File: config.mk
export PLATFORM = sky130hd
export DESIGN_NAME = program_loader
export DESIGN_NICKNAME = d
export VERILOG_FILES = /design/src/rtl/program_loader.sv
export SDC_FILE = /design/constraint.sdc
export NUM_CORES = 1
export LEC_CHECK = 0
export CORE_AREA = 2 2 40 69
export CTS_CLUSTER_SIZE = 20
export DETAILED_ROUTE_END_ITERATION = 10
export DIE_AREA = 0 0 42 71
export PLACE_DENSITY = 0.73
export RECOVER_POWER = 50
export SETUP_SLACK_MARGIN = 0.15
export SYNTH_ARGS = -nofsm -noshare
export SYNTH_HDL_FRONTEND = slang
export SYNTH_SLANG_ARGS = --single-unit
File: constraint.sdc
create_clock -name clk -period 1.6 [get_ports clk]
set_input_delay 0.32 -clock clk [delete_from_list [all_inputs] [get_ports clk]]
set_output_delay 0.32 -clock clk [all_outputs]
set_load 0.02 [all_outputs]
File: src/rtl/program_loader.sv
// rtl/program_loader.sv - boot loader streaming a program image into CPU RAM while holding the CPU in reset
// Optional feature: define LOADER_CHECKSUM_EN to require a trailing 8-bit modular-sum byte.
module program_loader #(
  parameter int ADDR_W = 4,
  parameter int DATA_W = 8
) (
  input  logic              clk,
  input  logic              rst,
  input  logic              start,
  input  logic              in_valid,
  input  logic [DATA_W-1:0] in_data,
  output logic              in_ready,
  output logic              ram_wr_en,
  output logic [ADDR_W-1:0] ram_addr,
  output logic [DATA_W-1:0] ram_data,
  output logic              cpu_hold,
  output logic              busy,
  output logic              done,
  output logic              err
);

  typedef enum logic [2:0] {
    S_IDLE,
    S_LOAD,
    S_CHECK,
    S_RELEASE,
    S_RUN,
    S_ERROR
  } state_t;

  localparam logic [ADDR_W-1:0] LAST_ADDR = '1;
  localparam logic [ADDR_W-1:0] ADDR_ONE  = ADDR_W'(1);

  state_t              r_state;
  state_t              w_next;
  logic [ADDR_W-1:0]   r_cnt;
  logic                r_wr_en;
  logic [ADDR_W-1:0]   r_addr;
  logic [DATA_W-1:0]   r_data;
  logic                w_hs;
  logic                w_restart;
`ifdef LOADER_CHECKSUM_EN
  logic [DATA_W-1:0]   r_sum;
`endif

  assign w_hs      = in_valid & in_ready;
  assign w_restart = start & ((r_state == S_IDLE) | (r_state == S_RUN) | (r_state == S_ERROR));

  always_ff @(posedge clk) begin
    if (!rst) begin
      r_state <= S_IDLE;
    end else begin
      r_state <= w_next;
    end
  end

  always_comb begin
    w_next = r_state;
    case (r_state)
      S_IDLE, S_RUN, S_ERROR: begin
        if (start) w_next = S_LOAD;
      end
      S_LOAD: begin
        if (w_hs && (r_cnt == LAST_ADDR)) begin
`ifdef LOADER_CHECKSUM_EN
          w_next = S_CHECK;
`else
          w_next = S_RELEASE;
`endif
        end
      end
`ifdef LOADER_CHECKSUM_EN
      S_CHECK: begin
        if (w_hs) w_next = (in_data == r_sum) ? S_RELEASE : S_ERROR;
      end
`endif
      S_RELEASE: w_next = S_RUN;
      default:   w_next = S_IDLE;
    endcase
  end

  // in_ready is a pure decode of the registered state so it never combinationally follows in_valid
  always_comb begin
    in_ready = 1'b0;
    busy     = 1'b0;
    done     = 1'b0;
    err      = 1'b0;
    cpu_hold = 1'b1;
    case (r_state)
      S_LOAD: begin
        in_ready = 1'b1;
        busy     = 1'b1;
      end
      S_CHECK: begin
        in_ready = 1'b1;
        busy     = 1'b1;
      end
      S_RELEASE: busy = 1'b1;
      S_RUN: begin
        cpu_hold = 1'b0;
        done     = 1'b1;
      end
`ifdef LOADER_CHECKSUM_EN
      S_ERROR: err = 1'b1;
`endif
      default: ;
    endcase
  end

  always_ff @(posedge clk) begin
    if (!rst) begin
      r_cnt   <= '0;
      r_wr_en <= 1'b0;
      r_addr  <= '0;
      r_data  <= '0;
`ifdef LOADER_CHECKSUM_EN
      r_sum   <= '0;
`endif
    end else begin
      r_wr_en <= 1'b0;
      if (w_restart) begin
        r_cnt <= '0;
`ifdef LOADER_CHECKSUM_EN
        r_sum <= '0;
`endif
      end else if ((r_state == S_LOAD) && w_hs) begin
        r_wr_en <= 1'b1;
        r_addr  <= r_cnt;
        r_data  <= in_data;
        r_cnt   <= r_cnt + ADDR_ONE;
`ifdef LOADER_CHECKSUM_EN
        r_sum   <= r_sum + in_data;
`endif
      end
    end
  end

  assign ram_wr_en = r_wr_en;
  assign ram_addr  = r_addr;
  assign ram_data  = r_data;

endmodule

==> Implementation_results.wiki, run 1 <==
{| class="wikitable"
! Metric !! Value
|-
| Critical path class || flip-flop to flip-flop
|-
| Category of the worst setup path launch point || flip-flop
|-
| Layout Utilization || 0.485
|-
| Post-route DRC || 0
|-
| Post-route setup slack || 0.157 ns
|-
| Routability-driven placement congestion ratio || 0.752
|-
| Share of the synthesized area in compound gates (AO/OA/AOI/OAI) || 0.156
|-
| Count of standard-cell rows || 24
|-
| Global-route total usage across every layer || 0.123
|-
| CTS Root Cell || clkbuf_8
|-
| Number of max-cap violations || 0
|-
| Cell accounting for the most synthesized area || dfxtp_1
|-
| Share of synthesized cell area in and, or, nand and nor gates || 0.249
|-
| Adder-cell area share of the yosys netlist || 0.0153
|-
| H-tree depth || 1
|-
| Maximum fanout count along the critical path || 6
|-
| Count of final max-slew check failures || 0
|-
| Antenna violations before repair || 0
|-
| Count of TritonRoute iterations in the first routing pass || 3
|-
| Count of nets after finishing || 145
|-
| End of the worst register-to-register path || r_cnt[3]
|-
| Antenna Cells || 0
|-
| Met1 Track Usage GR || 0.121
|-
| Number of top-level design ports || 30
|-
| Number of buffers between clock root and the deepest sink || 2
|-
| Clock buffer count from CTS || 3
|-
| Hold-critical path endpoint || ram_data[7]
|-
| Share of cell area taken by muxes after synthesis || 0
|-
| Synth Area per Inst || 8.52 um^2
|-
| Crit end category || flip-flop
|-
| CTS tree || yes
|-
| Share of synthesized area occupied by flip-flops and latches || 0.489
|-
| Post-route clock skew || 0.00244 ns
|-
| DIE HEIGHT || 71 um
|-
| Most frequent standard cell in the layout excluding fill and tap cells || nand2_1
|-
| Reg2reg setup slack || 0.16 ns
|-
| Congestion Overflow GR || 0
|-
| Cell Area, Placed || 0.00115 mm^2
|-
| Count of clock tree sinks || 20
|-
| Maximum clock frequency || 693 MHz
|-
| #FFs+latches synth || 20
|-
| Synth Area in XOR/XNOR || 0.0214
|-
| Worst-case vdd ir drop || 0.661 mV
|-
| Proportion of layout cells with a drive suffix above 1 || 0.169
|-
| Yosys synthesis warning count || 0
|-
| Routed length per placed instance || 11.4 um
|-
| Number of antenna-violating nets in the routed design || 0
|-
| Number of global-route vias before repair || 697
|-
| Via count of the routed design || 745
|-
| Final hold vios || 0
|-
| Hold path cells || 2
|-
| CTS hold repair buffers || 0
|-
| Violation count after the first detailed-routing iteration || 11
|-
| Chip Width || 42 um
|-
| Top post-synthesis cells by area || dfxtp_1 (49%), nand2_1 (12%), a21boi_1 (8.3%), a21boi_0 (2.8%), nor2_1 (2.8%)
|-
| Setup repair after global routing missed its margin || false
|-
| Area of all sequential standard cells || 403 um^2
|-
| Total setup violations reported at the end of the flow || 0
|-
| Data required time of the critical path || 1.79 ns
|-
| Unique masters post-synth || 25
|-
| Initial Utilization || 0.336
|-
| Sum of negative setup slack || 0 ns
|-
| Post-synthesis cell area || 818 um^2
|-
| Area of the multi-input gates || 377 um^2
|-
| Source of the worst hold timing path || ram_data[7]
|-
| Global-route wire length before repair || 2840 um
|-
| Number of buffers inserted by port buffering || 28
|-
| R2r startpoint || r_state[1]
|-
| Placeable core region || 0.00243 mm^2
|-
| Wire length reported by the detailed router || 1780 um
|-
| Worst reg2reg path depth || 4
|-
| Largest net degree at the start of global routing || 13
|-
| Fraction of the cycle the final worst path needs || 0.902
|-
| Total Die Area || 0.00298 mm^2
|-
| Fill cell total of the finished layout || 247
|-
| Outcome || finished, final reports clean
|-
| Power per unit of standard cell area || 812 mW/mm^2
|-
| Class of the worst hold path || flip-flop to flip-flop
|-
| Area of all placed cells without fillers || 0.00118 mm^2
|-
| Number of cells produced by synthesis || 96
|-
| Global-route track usage on met2 || 0.233
|-
| Main combinational cell family by area after synthesis || simple AND/OR/NAND/NOR gates
|-
| Pre-CTS worst setup slack || -0.0895 ns
|-
| Commonest cells after routing, fill and taps aside || nand2_1 (27), dfxtp_1 (18), dlygate4sd2_1 (13)
|-
| Skew-Pair Late Insertion Delay || 0.25 ns
|-
| Pleak || 0.516 nW
|-
| Growth of design area from synthesis to finish || 44.2%
|-
| Mapped Nets || 109
|-
| Most utilized layer in the global route result || met2
|-
| Final worst path period need || 1.44 ns
|-
| Grt met3 use || 0.0408
|-
| Clock transition at the register clock pins on the worst setup and hold paths after CTS || 0.07 ns
|-
| Post-DR vias/cell || 4.78
|-
| Proportion of netlist area held by the largest area contributor || 0.489
|-
| Arrival @ worst endpoint || 1.63 ns
|}
[sequential cells by signal, summed over array words and instances (netlist names)]
signal     cells
ram_wr_en      1
ram_data       8
ram_addr       4
r_cnt          4
r_state        3
[cell usage after synthesis (all sizes together)]
cell type and n:
nand4bb 1, inv 2, and4 1, buf 6, dfxtp 20, nand3 1
nor2b 2, nand2b 1, a21oi 3, conb 1, xnor2 2, ha 1
a22oi 1, or3 2, a21boi 12, clkbuf 1, nand2 27, nor2 6
nor4bb 1, o21ai 3, nor3b 1, and2 1
[stage by stage]
step                hold WS [ns]  std cells  power (mW)
floorplan                  0.445         96       0.593
global route               0.472        156        1.01
global placement           0.439        151       0.661
detailed placement         0.447        151       0.666
CTS                        0.454        154       0.971
finish                     0.450        156       0.958
[what timing repair did]
item,in CTS,in global routing
gates resized for setup,25,8
pin swaps,0,1
setup buffers,0,2
setup endpoints to repair,17,9
[worst max-delay path by stage]
stage                           from         end  slack (ns)  cells after the start
after floorplan           r_state[1]    r_cnt[3]        0.36                      5
after global placement      in_valid  r_state[1]       -0.02                      5
after detailed placement    in_valid  r_state[1]       -0.09                      5
after CTS                 r_state[0]        done        0.13                      4
after global routing      r_state[1]    r_cnt[2]        0.08                      5
final                     r_state[1]    r_cnt[3]        0.16                      4
[cell type report]
type	count	share of cell area
clock buffers	3	0.0350
multi-input cells	67	0.319
well taps	26	0.0276
repair buffers	38	0.270
flip-flops and latches	20	0.341
inverters	2	0.00636
[logic make-up (layout without fill, tap and decap cells)]
logic type | count (synthesis) | in the layout
DFF | 20 | 20
other | 1 | 1
xor gates and xnor gates | 2 | 2
buffers and inverters | 9 | 43
adders and majority gates | 1 | 1
AOI/OAI and AO/OA | 19 | 19
and+or+nand+nor | 44 | 44
[critical path: stages, from the launching register on]
cell and delay [ns]:
dfxtp_1 0.34, buf_4 0.16, nand4bb_1 0.30, or3_1 0.43, a21oi_1 0.14
[power breakdown]
| part | switching [mW] | internal [mW] |
|---|---|---|
| clock network | 0.143 | 0.167 |
| registers | 0.00859 | 0.511 |
| logic | 0.0598 | 0.0683 |
[per-layer routing]
metal	share of wire	vias to the layer above	wire [um]
met5	0	-	0
met4	0.0085	0	15
met3	0.063	2	111
met2	0.56	24	987
met1	0.37	342	661
li1	-	377	-
Note: power is estimated with default switching activity, not from simulation.
==> run 2, diff against run 1 <==
--- a/config.mk
+++ b/config.mk
@@ -6,10 +6,11 @@
 export NUM_CORES = 1
 export LEC_CHECK = 0
 export CORE_AREA = 2 2 40 69
+export CTS_BUF_LIST = sky130_fd_sc_hd__clkbuf_16
 export CTS_CLUSTER_SIZE = 20
 export DETAILED_ROUTE_END_ITERATION = 10
 export DIE_AREA = 0 0 42 71
-export PLACE_DENSITY = 0.73
+export PLACE_DENSITY_LB_ADDON = 0.3
 export RECOVER_POWER = 50
 export SETUP_SLACK_MARGIN = 0.15
 export SYNTH_ARGS = -nofsm -noshare
==> run 2 against run 1 <==
  * Sequential power hardly changed
  * Utilization up 3.5 points
  * Clock skew grew 0.0023 ns
  * Sequential share of layout area down 2.3 points
  * Combinational power hardly changed
  * Wire length is 1.7% lower
  * First-iteration DRC count rose by 27%
  * Largest power group is now clock
==> Implementation_results.wiki, run 2 (synthesis results as in run 1) <==
{| class="wikitable"
! Metric !! Value
|-
| Most frequent standard cell in the layout excluding fill and tap cells || nand2_1
|-
| Initial Utilization || 0.336
|-
| Critical path class || flip-flop to output pin
|-
| Total power draw || 1.33 mW
|-
| Data required time of the critical path || 1.28 ns
|-
| Antenna Cells || 0
|-
| Maximum clock frequency || 700 MHz
|-
| DIE HEIGHT || 71 um
|-
| Final worst path period need || 1.43 ns
|-
| Maximum fanout count along the critical path || 6
|-
| Post-route setup slack || 0.171 ns
|-
| Post-route DRC || 0
|-
| Arrival @ worst endpoint || 1.11 ns
|-
| Number of top-level design ports || 30
|-
| Count of TritonRoute iterations in the first routing pass || 2
|-
| Placeable core region || 0.00243 mm^2
|-
| Fin cells || 157
|-
| Cell Area, Placed || 0.00117 mm^2
|-
| Growth of design area from synthesis to finish || 54.6%
|-
| Largest net degree at the start of global routing || 13
|-
| Count of clock tree sinks || 20
|-
| Pre-CTS worst setup slack || -0.0420 ns
|-
| Global-route wire length before repair || 3110 um
|-
| Setup repair after global routing missed its margin || true
|-
| Commonest cells after routing, fill and taps aside || nand2_1 (27), dfxtp_1 (18), dlygate4sd2_1 (13)
|-
| Number of max-cap violations || 0
|-
| Number of global-route vias before repair || 766
|-
| Cell type of the slowest stage on the worst timing path || dfxtp_2
|-
| Sum of negative setup slack || 0 ns
|-
| DPL Wire Length || 1350 um
|-
| Pleak || 0.539 nW
|-
| Class of the worst hold path || flip-flop to flip-flop
|-
| Chip Width || 42 um
|-
| Number of buffers inserted by port buffering || 28
|-
| Total setup violations reported at the end of the flow || 0
|-
| Number of buffers between clock root and the deepest sink || 2
|-
| Fill cell total of the finished layout || 248
|-
| Post-DR vias/cell || 4.76
|-
| H-tree depth || 1
|-
| Global-route total usage across every layer || 0.135
|-
| Clock transition at the register clock pins on the worst setup and hold paths after CTS || 0.06 ns
|-
| Largest stage delay on the critical path || 0.35 ns
|-
| Final hold vios || 0
|-
| Congestion Overflow GR || 0
|-
| Via count of the routed design || 748
|-
| Routability-driven placement congestion ratio || 0.765
|-
| Number of antenna-violating nets in the routed design || 0
|-
| Area of all placed cells without fillers || 0.00126 mm^2
|-
| Total Die Area || 0.00298 mm^2
|-
| Proportion of layout cells with a drive suffix above 1 || 0.160
|-
| CTS tree || yes
|-
| Count of nets after finishing || 145
|-
| Crit end category || output pin
|-
| Clock buffer count from CTS || 3
|-
| Placed insts || 153
|-
| Violation count after the first detailed-routing iteration || 14
|-
| Antenna violations before repair || 0
|-
| Count of standard-cell rows || 24
|-
| Skew-Pair Late Insertion Delay || 0.25 ns
|-
| Flip-flop count of the largest register, all copies and words added || 8
|-
| Fraction of the cycle the final worst path needs || 0.893
|-
| Category of the worst setup path launch point || flip-flop
|-
| Layout Utilization || 0.520
|-
| Count of final max-slew check failures || 0
|-
| Post-route clock skew || 0.00477 ns
|-
| Routed length per placed instance || 11.1 um
|-
| Outcome || finished, final reports clean
|-
| Worst-case vdd ir drop || 0.631 mV
|-
| Wire length reported by the detailed router || 1740 um
|-
| Power per unit of standard cell area || 1050 mW/mm^2
|-
| Worst slack on hold paths || 0.448 ns
|-
| Cells along the critical path || nor2_2, nand2_1, inv_1, clkdlybuf4s15_2
|-
| CTS Root Cell || clkbuf_16
|}
-- run 2: cell count changes in the layout (fill, tap and decap cells not counted), moves of 2 or more --
cell | previous run | this run
buf_2 | 3 | 0
buf_4 | 10 | 8
clkbuf_16 | 0 | 3
clkdlybuf4s15_2 | 0 | 3
clkbuf_1 | 0 | 2
clkbuf_8 | 3 | 0
-- run 2: path summary, 6_finish.rpt --
| kind | startpoint | endpoint | slack (ns) | cells past startpoint |
|---|---|---|---|---|
| min reg2reg | ram_addr[2] | ram_addr[2] | 0.45 | 2 |
| max | r_state[0] | done | 0.17 | 4 |
| min | ram_addr[2] | ram_addr[2] | 0.45 | 2 |
| max reg2reg | r_state[1] | r_cnt[3] | 0.22 | 5 |
-- run 2: power by group --
| part | switching, mW | total, mW | internal (mW) |
|---|---|---|---|
| registers | 0.00846 | 0.520 | 0.512 |
| logic | 0.0595 | 0.129 | 0.0694 |
| clock network | 0.183 | 0.680 | 0.496 |
-- run 2: critical path, delay by kind of cell, from the launching register on --
kind	cells	cell delay (ns)
buffers and inverters	2	0.31
AND/OR/NAND/NOR	2	0.20
flip-flops	1	0.35
-- run 2: cell type report --
cell class	instances	area, um^2	share of cell area
multi-input combinational	67	387	0.306
timing repair buffer	38	330	0.261
inverter	2	7.51	0.00593
tap	26	32.5	0.0257
clock buffer	3	75.1	0.0593
sequential	20	403	0.318
clock inverter	1	30.0	0.0237
-- run 2: per-layer routing --
layer | GRT usage | vias to the layer above | share of wire
li1 | - | 380 | -
met2 | 0.243 | 25 | 0.53
met5 | 0 | - | 0
met3 | 0.0408 | 2 | 0.067
met1 | 0.132 | 341 | 0.39
met4 | 0.0753 | 0 | 0.017
-- run 2: repair_timing --
item | CTS | global route
gates resized for setup | 25 | 5
pin swaps | 0 | 1
setup endpoints to repair | 17 | 15
buffers inserted | 0 | 0
endpoints found under the hold margin | 0 | 0
hold buffers | 0 | 0
==> run 3, diff against run 2 <==
==> constraint.sdc (replaced) <==
create_clock -name clk -period 1.63 [get_ports clk]
set_input_delay 0.326 -clock clk [delete_from_list [all_inputs] [get_ports clk]]
set_output_delay 0.326 -clock clk [all_outputs]
set_load 0.02 [all_outputs]
==> run 3 against run 2 <==
  * Sequential share of layout area shrank 0.16 points
  * Global-route usage down 0.62 points
  * Sequential power is 2% lower
  * Critical path depth did not move
  * Critical endpoint unchanged
==> Implementation_results.wiki, run 3 (synthesis results as in run 1) <==
{| class="wikitable"
! Metric !! Value
|-
| H-tree depth || 1
|-
| Antenna violations before repair || 0
|-
| Clock buffer count from CTS || 3
|-
| CTS tree || yes
|-
| Critical path class || flip-flop to output pin
|-
| Flip-flop count of the largest register, all copies and words added || 8
|-
| Reg2reg setup slack || 0.26 ns
|-
| Largest stage delay on the critical path || 0.35 ns
|-
| Length of routed met2 wiring || 905 um
|-
| Count of clock tree sinks || 20
|-
| Routed length per placed instance || 11.2 um
|-
| Class of the worst hold path || flip-flop to flip-flop
|-
| Number of global-route vias before repair || 745
|-
| Number of top-level design ports || 30
|-
| Fill cell total of the finished layout || 253
|-
| Count of final max-slew check failures || 0
|-
| Final hold vios || 0
|-
| Power per unit of standard cell area || 1030 mW/mm^2
|-
| Global-route total usage across every layer || 0.128
|-
| Highest signal layer in the routed design || met4
|-
| Data required time of the critical path || 1.30 ns
|-
| Global-route wire length before repair || 3010 um
|-
| Area of all placed cells without fillers || 0.00127 mm^2
|-
| Pleak || 0.543 nW
|-
| Arrival @ worst endpoint || 1.11 ns
|-
| Placeable core region || 0.00243 mm^2
|-
| Wire length reported by the detailed router || 1760 um
|-
| Post-DR vias/cell || 4.80
|-
| Growth of design area from synthesis to finish || 55.4%
|-
| Violation count after the first detailed-routing iteration || 14
|-
| Clock transition at the register clock pins on the worst setup and hold paths after CTS || 0.06 ns
|-
| Congestion Overflow GR || 0
|-
| DIE HEIGHT || 71 um
|-
| Met1 wire length || 712 um
|-
| Cell type of the slowest stage on the worst timing path || dfxtp_2
|-
| Total setup violations reported at the end of the flow || 0
|-
| Count of nets after finishing || 146
|-
| Skew-Pair Late Insertion Delay || 0.25 ns
|-
| Post-route clock skew || 0.00528 ns
|-
| Proportion of layout cells with a drive suffix above 1 || 0.159
|-
| Maximum fanout count along the critical path || 6
|-
| Commonest cells after routing, fill and taps aside || nand2_1 (27), dfxtp_1 (18), dlygate4sd2_1 (13)
|-
| Post-route setup slack || 0.195 ns
|-
| Cell Area, Placed || 0.00117 mm^2
|-
| Number of antenna-violating nets in the routed design || 0
|-
| Pre-CTS worst setup slack || -0.0234 ns
|-
| Chip Width || 42 um
|-
| Maximum clock frequency || 697 MHz
|-
| Post-route DRC || 0
|-
| Outcome || finished, final reports clean
|-
| Fraction of the cycle the final worst path needs || 0.880
|-
| Category of the worst setup path launch point || flip-flop
|-
| Routability-driven placement congestion ratio || 0.765
|-
| Crit end category || output pin
|-
| Total Die Area || 0.00298 mm^2
|-
| Via count of the routed design || 759
|-
| Number of max-cap violations || 0
|-
| DPL Wire Length || 1330 um
|-
| Setup repair after global routing missed its margin || true
|-
| Count of standard-cell rows || 24
|-
| Final worst path period need || 1.43 ns
|-
| Antenna Cells || 0
|-
| CTS Root Cell || clkbuf_16
|-
| Largest net degree at the start of global routing || 13
|-
| Count of TritonRoute iterations in the first routing pass || 4
|-
| Initial Utilization || 0.336
|-
| Layout Utilization || 0.523
|-
| Number of buffers inserted by port buffering || 28
|-
| Number of buffers between clock root and the deepest sink || 2
|-
| Sum of met3 wire segment lengths after detailed routing || 116 um
|-
| Worst-case vdd ir drop || 0.622 mV
|-
| Most frequent standard cell in the layout excluding fill and tap cells || nand2_1
|-
| Worst slack on hold paths || 0.449 ns
|-
| Cells along the critical path || nor2_2, nand2_1, inv_1, clkdlybuf4s15_2
|}
run 3: cell types whose count changed in the layout (fill, tap and decap cells not counted):
| cell | previous run | this run |
|---|---|---|
| buf_4 | 8 | 9 |
| clkdlybuf4s15_1 | 0 | 1 |
| clkdlybuf4s15_2 | 3 | 2 |
run 3: worst paths after layout:
path                             startpoint     endpoint  cells past startpoint
worst max-delay path             r_state[0]         done                      4
worst min-delay path            ram_addr[2]  ram_addr[2]                      2
worst max register to register   r_state[1]  ram_data[2]                      6
worst min register to register  ram_addr[2]  ram_addr[2]                      2
run 3: critical path, delay by kind of cell (launching register included):
kind	cells	cell delay, ns
AND/OR/NAND/NOR	2	0.20
flip-flops	1	0.35
buffers and inverters	2	0.31
run 3: routing by layer:
metal | GRT usage | vias to the layer above
met5 | 0 | -
met4 | 0.0538 | 0
met3 | 0.0408 | 2
met2 | 0.227 | 27
met1 | 0.137 | 346
li1 | - | 384
run 3: metrics by stage:
stage	total power, mW	instances	setup TNS [ns]
finish	1.31	158	0
global route	1.36	158	0
detailed placement	0.656	153	-0.0577
global placement	0.654	153	0
CTS	1.32	157	0
floorplan	0.582	96	0
run 3: where the power goes:
group | total [mW] | switching [mW] | internal, mW
registers | 0.511 | 0.00854 | 0.502
clock network | 0.669 | 0.182 | 0.487
logic | 0.129 | 0.0589 | 0.0696
run 3: final cells by class:
class                      count  area [um^2]  area share
sequential                    20          403       0.317
multi-input combinational     67          387       0.304
timing repair buffer          39          337       0.265
clock buffer                   3         75.1      0.0591
tap                           26         32.5      0.0256
clock inverter                 1         30.0      0.0236
inverter                       2         7.51     0.00591
run 3: repair_timing:
action / in CTS / in global routing
hold buffers: 0 / 0
buffers inserted: 0 / 1
resized for setup: 23 / 7
cloned: 0 / 0
pin swaps: 0 / 1
setup endpoints to repair: 17 / 7
